$ cat src/rtl/morphle_pkg.sv
// Shared token encoding and driver state type for the Morphle cell front-end.
package morphle_pkg;

  localparam logic [1:0] VEMPTY = 2'd0;
  localparam logic [1:0] V0     = 2'd1;
  localparam logic [1:0] V1     = 2'd2;
  localparam logic [1:0] VILL   = 2'd3;

  typedef enum logic [2:0] {
    ST_IDLE     = 3'd0,
    ST_WAIT_OUT = 3'd1,
    ST_RELEASE  = 3'd2,
    ST_PUBLISH  = 3'd3,
    ST_FAULT    = 3'd4
  } drv_state_t;

  function automatic logic is_illegal(input logic [1:0] tok);
    return tok == VILL;
  endfunction

endpackage

$ cat src/rtl/morphle_sync.sv
// Multi-flop synchronizer for the asynchronous 2-bit cell out bus, plus a
// two-sample compare so bit skew on the dual-rail token is not mistaken for a value.
module morphle_sync #(
  parameter int STAGES = 2
) (
  input  logic       clk,
  input  logic       reset_n,
  input  logic [1:0] d,
  output logic [1:0] value,
  output logic       stable
);

  logic [STAGES-1:0][1:0] chain;
  logic [1:0]             prev;

  always_ff @(posedge clk) begin
    if (!reset_n) begin
      chain <= '0;
      prev  <= '0;
    end else begin
      chain[0] <= d;
      for (int i = 1; i < STAGES; i++) begin
        chain[i] <= chain[i-1];
      end
      prev <= chain[STAGES-1];
    end
  end

  assign value  = chain[STAGES-1];
  assign stable = (value == prev);

endmodule

$ cat src/rtl/ycfsm_driver.sv
// Clocked valid/ready front-end that drives one asynchronous ycfsm cell through
// a full return-to-empty cycle and reports the captured out token.
//
//  state    | meaning
//  ---------+---------------------------------------------------------------
//  IDLE     | ready for a request (once the cell reset hold has elapsed)
//  WAIT_OUT | in/match driven, waiting for a stable non-empty out token
//  RELEASE  | in/match back to empty, waiting for out to return to empty
//  PUBLISH  | result held on r_* until consumed
//  FAULT    | cell out never emptied; parked until reset
module ycfsm_driver
  import morphle_pkg::*;
#(
  parameter int SYNC_STAGES = 2,
  parameter int TIMEOUT     = 16,
  parameter int RST_HOLD    = 4
) (
  input  logic       clk,
  input  logic       reset_n,
  input  logic       s_valid,
  output logic       s_ready,
  input  logic [1:0] s_in,
  input  logic [1:0] s_match,
  output logic       y_reset,
  output logic [1:0] y_in,
  output logic [1:0] y_match,
  input  logic [1:0] y_out,
  output logic       r_valid,
  input  logic       r_ready,
  output logic [1:0] r_out,
  output logic       r_timeout,
  output logic       err_stuck
);

  localparam int CW = (TIMEOUT > 1) ? $clog2(TIMEOUT) : 1;
  localparam int RW = (RST_HOLD > 1) ? $clog2(RST_HOLD) : 1;
  localparam logic [CW-1:0] CNT_LAST = CW'(TIMEOUT - 1);
  localparam logic [CW-1:0] CNT_MAX  = '1;
  localparam logic [RW-1:0] RST_LAST = RW'(RST_HOLD - 1);

  drv_state_t    state, state_nxt;
  logic [CW-1:0] cnt, cnt_nxt, cnt_inc;
  logic [RW-1:0] rst_cnt;
  logic [1:0]    y_in_nxt, y_match_nxt, r_out_nxt;
  logic          r_timeout_nxt, err_stuck_nxt;
  logic [1:0]    out_val;
  logic          out_stable;

  morphle_sync #(.STAGES(SYNC_STAGES)) u_sync (
    .clk     (clk),
    .reset_n (reset_n),
    .d       (y_out),
    .value   (out_val),
    .stable  (out_stable)
  );

  // Both handshake outputs decode registered state only.
  assign s_ready = (state == ST_IDLE) && !y_reset;
  assign r_valid = (state == ST_PUBLISH);

  always_ff @(posedge clk) begin
    if (!reset_n) begin
      y_reset <= 1'b1;
      rst_cnt <= '0;
    end else if (y_reset) begin
      if (rst_cnt == RST_LAST) y_reset <= 1'b0;
      else                     rst_cnt <= rst_cnt + RW'(1);
    end
  end

  always_ff @(posedge clk) begin
    if (!reset_n) begin
      state     <= ST_IDLE;
      cnt       <= '0;
      y_in      <= VEMPTY;
      y_match   <= VEMPTY;
      r_out     <= VEMPTY;
      r_timeout <= 1'b0;
      err_stuck <= 1'b0;
    end else begin
      state     <= state_nxt;
      cnt       <= cnt_nxt;
      y_in      <= y_in_nxt;
      y_match   <= y_match_nxt;
      r_out     <= r_out_nxt;
      r_timeout <= r_timeout_nxt;
      err_stuck <= err_stuck_nxt;
    end
  end

  always_comb begin
    state_nxt     = state;
    cnt_nxt       = cnt;
    y_in_nxt      = y_in;
    y_match_nxt   = y_match;
    r_out_nxt     = r_out;
    r_timeout_nxt = r_timeout;
    err_stuck_nxt = err_stuck;
    cnt_inc       = (cnt == CNT_MAX) ? cnt : cnt + CW'(1);

    case (state)
      ST_IDLE: begin
        if (s_valid && s_ready) begin
          if (is_illegal(s_in) || is_illegal(s_match)) begin
            r_out_nxt     = VILL;
            r_timeout_nxt = 1'b0;
            state_nxt     = ST_PUBLISH;
          end else begin
            y_in_nxt    = s_in;
            y_match_nxt = s_match;
            cnt_nxt     = '0;
            state_nxt   = ST_WAIT_OUT;
          end
        end
      end

      ST_WAIT_OUT: begin
        cnt_nxt = cnt_inc;
        // A stable token seen on the terminal cycle still counts as a result.
        if (out_stable && (out_val != VEMPTY)) begin
          r_out_nxt     = out_val;
          r_timeout_nxt = 1'b0;
          y_in_nxt      = VEMPTY;
          y_match_nxt   = VEMPTY;
          cnt_nxt       = '0;
          state_nxt     = ST_RELEASE;
        end else if (cnt == CNT_LAST) begin
          r_out_nxt     = VEMPTY;
          r_timeout_nxt = 1'b1;
          y_in_nxt      = VEMPTY;
          y_match_nxt   = VEMPTY;
          cnt_nxt       = '0;
          state_nxt     = ST_RELEASE;
        end
      end

      ST_RELEASE: begin
        cnt_nxt     = cnt_inc;
        y_in_nxt    = VEMPTY;
        y_match_nxt = VEMPTY;
        if (out_stable && (out_val == VEMPTY)) begin
          state_nxt = ST_PUBLISH;
        end else if (cnt == CNT_LAST) begin
          err_stuck_nxt = 1'b1;
          state_nxt     = ST_FAULT;
        end
      end

      ST_PUBLISH: begin
        if (r_ready) state_nxt = ST_IDLE;
      end

      ST_FAULT: begin
        y_in_nxt    = VEMPTY;
        y_match_nxt = VEMPTY;
      end

      default: state_nxt = ST_IDLE;
    endcase
  end

endmodule

$ cat config.mk
export PLATFORM = sky130hd
export DESIGN_NAME = ycfsm_driver
export DESIGN_NICKNAME = d
export VERILOG_FILES = /design/src/rtl/morphle_pkg.sv /design/src/rtl/morphle_sync.sv /design/src/rtl/ycfsm_driver.sv
export SDC_FILE = /design/constraint.sdc
export NUM_CORES = 1
export LEC_CHECK = 0
export BUFFER_PORTS_ARGS = -buffer_cell sky130_fd_sc_hd__buf_2
export CAP_MARGIN = 15
export CORE_UTILIZATION = 51
export CTS_CLUSTER_SIZE = 16
export DETAILED_ROUTE_END_ITERATION = 8
export PLACE_DENSITY = 0.82
export SYNTH_ARGS = -nofsm -noshare
export SYNTH_HDL_FRONTEND = slang
export SYNTH_SLANG_ARGS = --single-unit
$ cat constraint.sdc
create_clock -name clk -period 1.9 [get_ports clk]
set_input_delay 0.285 -clock clk [delete_from_list [all_inputs] [get_ports clk]]
set_output_delay 0.285 -clock clk [all_outputs]
set_load 0.005 [all_outputs]
## Word-level counts from Yosys, hierarchy flattened

Cells that the tools add are included.
W data, S select, Z words.

| storage, ports and cells | value |
|---|---|
| bits in registers | 24 |
| bits in latches | 0 |
| bits in writable memories | 0 |
| ROM bits | 0 |
| input port bits | 10 |
| output and inout bits | 11 |
| logic and storage cells | 84 |
| memories | 0 |

| operators by class | value |
|---|---|
| add/subtract/negate cells | 2 |
| multipliers | 0 |
| div/mod/pow operators | 0 |
| order comparisons | 0 |
| equality and inequality tests | 15 |
| shift operators | 0 |
| mux-type cells | 33 |
| bitwise operators | 3 |
| reductions and logical operators | 19 |

Operator list:

| operator | number |
|---|---|
| $mux W2 | 10 |
| $mux W4 | 5 |
| $mux W3 | 6 |
| $pmux W3 S5 | 1 |
| $pmux W2 S3 | 2 |
| $pmux W4 S3 | 1 |
| $reduce_and A4 Y1 | 2 |
| $eq A2 B2 Y1 const B | 3 |
| $eq A3 B2 Y1 const B | 2 |
| $mux W1 | 6 |
| $ne A2 B1 Y1 const B | 3 |
| $ne A3 B3 Y1 const B | 2 |
| $reduce_and A3 Y1 | 2 |
| $reduce_bool A3 Y1 | 2 |
| $reduce_and A5 Y1 | 1 |
| $add A4 B1 Y4 const B | 1 |
| $eq A4 B4 Y1 const B | 1 |
| $logic_and A1 B1 Y1 | 4 |
| $pmux W2 S2 | 1 |
| $reduce_bool A2 Y1 | 2 |
| $eq A3 B1 Y1 const B | 1 |
| $eq A3 B3 Y1 const B | 1 |
| $logic_not A3 Y1 | 1 |
| $not A1 Y1 | 3 |
| other kinds (9) | 9 |

## Logic depth before layout (Yosys ltp)

Gate-level depths: netlist of run 1.

| logic depth | value |
|---|---|
| word-level depth | 5 |
| mapped depth | 8 |
| mapped depth without buffers | 7 |

## Modules after synthesis

From an unflattened synthesis of run 1, not the netlist that was laid out.

| unflattened totals | value |
|---|---|
| cells, all modules | 131 |
| area, all modules | 1218.7 µm² |

By module, submodules not included:

| module | instances | cells each | area an instance (µm²) | sequential area each (µm²) |
|---|---|---|---|---|
| ycfsm_driver | 1 | 114 | 1023.5 | 360.3 |
| morphle_sync | 1 | 17 | 195.2 | 120.1 |

## Least setup slack after synthesis of run 1

Ideal clock, no wire load.

| timing | value |
|---|---|
| path type | reg-to-reg |
| start | reg cnt[0] |
| end | reg cnt[0] |
| library setup time | 0.092 ns |
| arrival time | 1.525 ns |
| data required time | 1.808 ns |
| slack | 0.283 ns |
| cell stages (with the launch flop) | 9 |
| buffers on the path | 1 |
| period minus slack after synthesis | 1.617 ns |
| path through | dfxtp_1 -> ha_1 -> and3_1 -> inv_1 -> buf_2 -> ha_1 -> nor3b_1 -> a31oi_1 -> o32ai_1 |

| between the ends | value |
|---|---|
| word-level cells in the longest chain between the ends | 5 |
| elaborated cells between the ends (all ways) | 6 |
| classes of those cells | add/sub: 1; eq/ne: 1; mux: 4 |

RTL lines:

| what | RTL line | source |
|---|---|---|
| start, declared | ycfsm_driver.sv:42 | `logic [CW-1:0] cnt, cnt_nxt, cnt_inc;` |
| start signal, assigned | ycfsm_driver.sv:82 | `cnt <= cnt_nxt;` |
| $add A4 B1 Y4 or $eq A4 B4 Y1 (tied branches) | ycfsm_driver.sv:99, ycfsm_driver.sv:127 |  |
| $mux W4 | ycfsm_driver.sv:99 | `cnt_inc = (cnt == CNT_MAX) ? cnt : cnt + CW'(1);` |
| $mux W4 | ycfsm_driver.sv:127 | `end else if (cnt == CNT_LAST) begin` |
| $mux W4 | ycfsm_driver.sv:120 | `if (out_stable && (out_val != VEMPTY)) begin` |
| $pmux W4 S3 (*) | ycfsm_driver.sv:101 | `case (state)` |

Mark *: on every way between the ends. The rest lies on a longest branch, timed or not.
A chain may end at the register's enable or synchronous reset.

## Worst setup path after layout of run 1

Ends and elaborated chain as after synthesis.

==> results.ini, run 1 <==
[cts]
htree_num_levels = 1
numCtsBuffers = 3
clock-root-buffer = clkbuf_4
cts.sinks = 24
clock_path_buffers = 2
cts.clk_slew.worst_paths_ns = 0.12
hold_buffers = 0
clkLatencyLatePin_ns = 0.30
cts_resized = 0
post_cts_buffers = 0
cts_tree = done

[power_and_ir_drop]
ir_drop_uv = 780
power.leakage_uw = 0.000603
p_total_uw = 1690
p_per_area_mw_per_mm2 = 1140

[critical_path]
r2r_slack_ns = 0.21
r2r-end = cnt[0]
arrival_ns = 1.91
r2r_cells = 7
timing.rr.start = cnt[0]
critPathLaunchType = register
crit_required_ns = 2.12
critical_path_class = register to register
critical_path.max_fanout = 7
crit_path_end_kind = register

[worst_hold_path]
min_path_cells = 2
hold_start = y_out[1]
hp-class = input pin to register
min_to = u_sync.chain[1]

[floorplan]
initial_core_util = 0.536
rows = 18
dieHeight_um = 52.8
fp.dieArea_mm2 = 0.00279
floorplan.die.width_um = 52.8
ios = 21
placeableCoreArea_mm2 = 0.00245

[yosys]
syn_area_mm2 = 0.00132
ys_seq_area_frac = 0.365
synth-seq-cells = 24
yosysTopAreaCell = dfxtp_1
syn_inst = 143
synthTopCellsByArea = dfxtp_1 (37%), a21oi_1 (3.8%), and2_1 (3.8%), mux2i_1 (3.8%), ha_1 (2.9%)
yosysTopAreaCellShare = 0.365
yosysWarningCount = 0
syn_nets = 156
avgSynthCellArea_um2 = 9.20
ys_types = 43

[run_status]
status = finished clean

[placement]
port_buffers = 20
dp_cells = 192
gp_congestion = 0.842
dpl.hpwl_um = 2130

[drt]
viasPerCell = 5.93
wirelength_um = 2740
drc_errors = 0
num_vias = 1157
wl_per_cell_um = 14.1
dr.pass1.iters = 4
drt_iter0_markers = 63
drtAntennaViolNets = 0

[finish]
fin_nets = 180
antenna_cells = 0
area_delta_synth_final_pct = 12.7
fillCellCount = 216
layout_common_cells = dfxtp_1 (24), buf_2 (20), a21oi_1 (10), nor2_1 (10)
layout_commonest_cell = dfxtp_1
post-route-util = 0.604
final_cells = 195
drive_above_1_share = 0.273

[timing]
timing.final.crit_share = 0.892
hold_violations = 0
fin_crit_ns = 1.69
setup_viol = 0
rsz0062_at_grt = no
tns_ns = 0
slew_viol_final = 0
worst_pin_slew_ns = 0.539
finClkSkew_ns = 0.00457
relSlewSlack = 0.638
fmax_mhz = 590
finalHoldWorstSlack_ns = 0.183

[grt]
grt_overflow = 0
gr-usage-met3 = 0.0406
grt_first_pass_wirelength_um = 4640
grtUsageMet2 = 0.378
grt_max_degree = 18
grt_use_total = 0.228
use_met1 = 0.295
grt_pass1_vias = 1025
antenna_found_initial = 0
grt_busiest_layer = met2

[job]
maxCapViolations = 0

-- power by group --
group / internal, µW / switching [µW] / leakage [µW] / total, µW
registers: 604 / 64.1 / 0.000196 / 668
clock network: 74.0 / 141 / 0.0000138 / 215
logic: 382 / 420 / 0.000394 / 803
total: 1060 / 625 / 0.000603 / 1690
-- layer usage --
layer / vias up / share of wire
li1: 570 / -
met1: 545 / 0.45
met2: 40 / 0.50
met3: 2 / 0.050
met4: 0 / 0.0051
met5: - / 0
-- worst max-delay path, stage by stage, from the launching register on --
cell and delay [ns]:
dfxtp_1 0.38, ha_1 0.21, and3_1 0.26, inv_2 0.10
ha_1 0.28, nor3b_1 0.17, a31oi_1 0.07, o32ai_1 0.14
-- logic make-up (layout without fill, tap and decap cells) --
kind of cell	Yosys count	count (layout)	synth area share
mux	6	6	0.0552
fa+ha+maj	3	3	0.0285
flops	24	24	0.365
compound gates	41	41	0.243
simple gates	53	53	0.235
xor+xnor	2	2	0.0190
buf+inv	14	36	0.0542
-- worst max-delay path by stage --
stage	startpoint	end	slack [ns]
after floorplan	cnt[0]	cnt[0]	0.28
after global placement	cnt[0]	cnt[0]	0.23
after detailed placement	cnt[0]	cnt[0]	0.16
after CTS	cnt[0]	cnt[0]	0.14
after global routing	cnt[1]	cnt[0]	0.03
final	cnt[0]	cnt[0]	0.21
-- registers in the layout (all words and copies together) (netlist names) --
signal,flops
err_stuck,1
y_in,2
y_match,2
r_timeout,1
rst_cnt,2
cnt,4
y_reset,1
state,3
u_sync.chain,2
u_sync.prev,2
u_sync.value,2
r_out,2
-- layout make-up --
type,instances,area (µm²),share of cell area
well taps,30,37.5,0.0253
flip-flops and latches,24,480,0.324
inverters,5,18.8,0.0127
multi-input cells,105,763,0.515
repair buffers,28,160,0.108
clock buffers,3,22.5,0.0152
-- metrics by stage --
step	instance area (µm²)	setup WS [ns]
2_1_floorplan	1320	0.283
3_3_place_gp	1460	0.233
3_5_place_dp	1460	0.161
4_1_cts	1480	0.137
5_1_grt	1480	0.0306
6_report	1480	0.206
-- cell usage after synthesis, drive strengths merged --
| master | number |
|---|---|
| a2111oi | 1 |
| a211o | 2 |
| a21boi | 2 |
| a21oi | 10 |
| a22o | 1 |
| a22oi | 1 |
| a311oi | 4 |
| a31oi | 5 |
| and2 | 8 |
| and2b | 1 |
| and3 | 2 |
| and4bb | 1 |
| buf | 5 |
| clkbuf | 4 |
| dfxtp | 24 |
| ha | 3 |
| inv | 5 |
| mux2i | 5 |
| mux4 | 1 |
| nand2 | 7 |
| nand2b | 3 |
| nand3 | 5 |
| nand3b | 2 |
| nor2 | 10 |
| nor2b | 4 |
| nor3 | 3 |
| nor3b | 3 |
| nor4 | 2 |
| o211ai | 2 |
| o21ai | 6 |
| o221a | 2 |
| o22ai | 1 |
| o31ai | 3 |
| o32ai | 1 |
| or3b | 2 |
| xnor2 | 2 |
No activity file was read; power rests on OpenSTA's default activity.
==> run 2: changes to the inputs <==
--- a/config.mk
+++ b/config.mk
@@ -10,7 +10,7 @@
 export CORE_UTILIZATION = 51
 export CTS_CLUSTER_SIZE = 16
 export DETAILED_ROUTE_END_ITERATION = 8
-export PLACE_DENSITY = 0.82
+export PLACE_DENSITY = 0.74
 export SYNTH_ARGS = -nofsm -noshare
 export SYNTH_HDL_FRONTEND = slang
 export SYNTH_SLANG_ARGS = --single-unit
==> run 2 against run 1 <==
Against the previous run:
- register-to-register slack worse by 0.02 ns
- die area did not move
- routed wire length decreased by 3.3%
- worst hold slack got worse by 0.028 ns
- critical path type unchanged
- highest routed layer unchanged
==> results.ini, run 2 (synthesis results as in run 1) <==
[timing]
timing.final.crit_share = 0.900  ; was 0.892
setup_viol = 0  ; unchanged
relSlewSlack = 0.642  ; was 0.638
tns_ns = 0  ; unchanged
finClkSkew_ns = 0.0104  ; was 0.00457 ns
worst_pin_slew_ns = 0.533  ; was 0.539 ns
fmax_mhz = 585  ; was 590 MHz
hold_violations = 0  ; unchanged
slew_viol_final = 0  ; unchanged
fin_crit_ns = 1.71  ; was 1.69 ns
rsz0062_at_grt = no  ; unchanged
setup_slack_ns = 0.190  ; was 0.206 ns

[drt]
viasPerCell = 5.64  ; was 5.93
num_vias = 1106  ; was 1,157
wirelength_um = 2650  ; was 2740 µm
wl_per_cell_um = 13.5  ; was 14.1 µm
drc_errors = 0  ; unchanged
dr.pass1.iters = 4  ; unchanged
drtAntennaViolNets = 0  ; unchanged
drt_iter0_markers = 18  ; was 63

[cts]
cts.sinks = 24  ; unchanged
numCtsBuffers = 3  ; unchanged
htree_num_levels = 1  ; unchanged
cts_tree = done  ; unchanged
clock-root-buffer = clkbuf_4  ; unchanged
clkLatencyLatePin_ns = 0.32  ; was 0.30 ns
cts_resized = 0  ; unchanged
cts.clk_slew.worst_paths_ns = 0.14  ; was 0.12 ns
hold_buffers = 0  ; unchanged
post_cts_buffers = 0  ; unchanged
clock_path_buffers = 2  ; unchanged

[grt]
grt_overflow = 0  ; unchanged
grt_max_degree = 18  ; unchanged
antenna_found_initial = 0  ; unchanged
grt_pass1_vias = 977  ; was 1,025
grt_first_pass_wirelength_um = 4350  ; was 4640 µm
grt_use_total = 0.216  ; was 0.228

[job]
maxCapViolations = 0  ; unchanged

[power_and_ir_drop]
clockPowerShare = 0.159  ; was 0.127
power.share.sequential = 0.387  ; was 0.396
power.switching_uw = 639  ; was 625 µW
power.internal_uw = 1100  ; was 1060 µW
power.leakage_uw = 0.000610  ; was 0.000603 µW
ir_drop_uv = 860  ; was 780 µV
p_sw_frac = 0.367  ; was 0.371
p_total_uw = 1740  ; was 1690 µW
p_per_area_mw_per_mm2 = 1160  ; was 1140 mW/mm²
comb_power_share = 0.454  ; was 0.476

[critical_path]
critPathLaunchType = register  ; unchanged
crit_path_end_kind = register  ; unchanged
crit_path_max_incr_delay_ns = 0.38  ; about the same
arrival_ns = 1.95  ; was 1.91 ns
crit_required_ns = 2.14  ; was 2.12 ns
cpMaxStageDelayCell = dfxtp_1  ; unchanged
cp_top_family = compound AO/OA/AOI/OAI gates  ; was adder cells
critical_path.max_fanout = 7  ; unchanged
critical_path_class = register to register  ; unchanged
path_cells = ha_1, and3_1, inv_1, buf_4, o21ai_0, a21oi_1, o221a_2  ; was ha_1, and3_1, inv_2, ha_1, nor3b_1, a31oi_1, o32ai_1
cp_num_buf_inv = 2  ; was 1

[floorplan]
fp.dieArea_mm2 = 0.00279  ; unchanged
placeableCoreArea_mm2 = 0.00245  ; unchanged
dieHeight_um = 52.8  ; unchanged
rows = 18  ; unchanged
ios = 21  ; unchanged
initial_core_util = 0.536  ; unchanged
floorplan.die.width_um = 52.8  ; unchanged

[finish]
layout_commonest_cell = dfxtp_1  ; unchanged
top_register = cnt  ; unchanged
fillCellCount = 224  ; was 216
reg_top3 = cnt (4), state (3)  ; unchanged
fin_nets = 180  ; unchanged
antenna_cells = 0  ; unchanged
area_delta_synth_final_pct = 13.8  ; was 12.7%
final_cells = 196  ; was 195
largest_register_ffs = 4  ; unchanged
post-route-util = 0.610  ; was 0.604
drive_above_1_share = 0.271  ; was 0.273
layout_common_cells = dfxtp_1 (24), buf_2 (20), a21oi_1 (10), nor2_1 (10)  ; unchanged

[placement]
dpl.hpwl_um = 1950  ; was 2130 µm
port_buffers = 20  ; unchanged
gp_congestion = 0.923  ; was 0.842
dp_slack_ns = 0.221  ; was 0.161 ns
dp_cells = 192  ; unchanged

[worst_hold_path]
hp-class = input pin to register  ; unchanged

[run_status]
status = finished clean  ; unchanged

[run 2: cell count changes in the layout (fill, tap and decap cells not counted)]
cell	previous run	this run
inv_1	4	5
clkbuf_8	0	1
inv_2	1	0
[run 2: per-layer routing]
metal / up-vias / global-route usage / routed length, µm
li1: 571 / - / -
met1: 508 / 0.288 / 1320
met2: 23 / 0.340 / 1200
met3: 4 / 0.0435 / 94
met4: 0 / 0.0789 / 34
met5: - / 0 / 0
[run 2: worst paths after layout]
| kind | end | slack, ns | from | depth (start not counted) |
|---|---|---|---|---|
| worst min-delay path | u_sync.chain[1] | 0.15 | y_out[1] | 2 |
| worst max-delay path | r_out[1] | 0.19 | cnt[0] | 7 |
| worst max register to register | r_out[1] | 0.19 | cnt[0] | 7 |
| worst min register to register | u_sync.value[0] | 0.46 | u_sync.chain[0] | 1 |
[run 2: power groups by stage]
stage / Combinational, µW / Clock (µW) / Sequential, µW
detailed placement: 787 / 0 / 682
floorplan: 623 / 0 / 668
global route: 864 / 299 / 687
CTS: 793 / 279 / 673
finish: 791 / 277 / 674
global placement: 773 / 0 / 675
[run 2: layout make-up]
class                      instances  area [µm²]  area share
timing repair buffer              28         160       0.107
inverter                           5        18.8      0.0125
sequential                        24         480       0.321
clock buffer                       4        36.3      0.0242
multi-input combinational        105         763       0.510
tap                               30        37.5      0.0251
[run 2: stage by stage]
step | cell area, µm² | hold slack, ns
floorplan | 1320 | 0.412
finish | 1500 | 0.155
CTS | 1500 | 0.155
global route | 1500 | 0.158
detailed placement | 1460 | 0.427
global placement | 1460 | 0.418
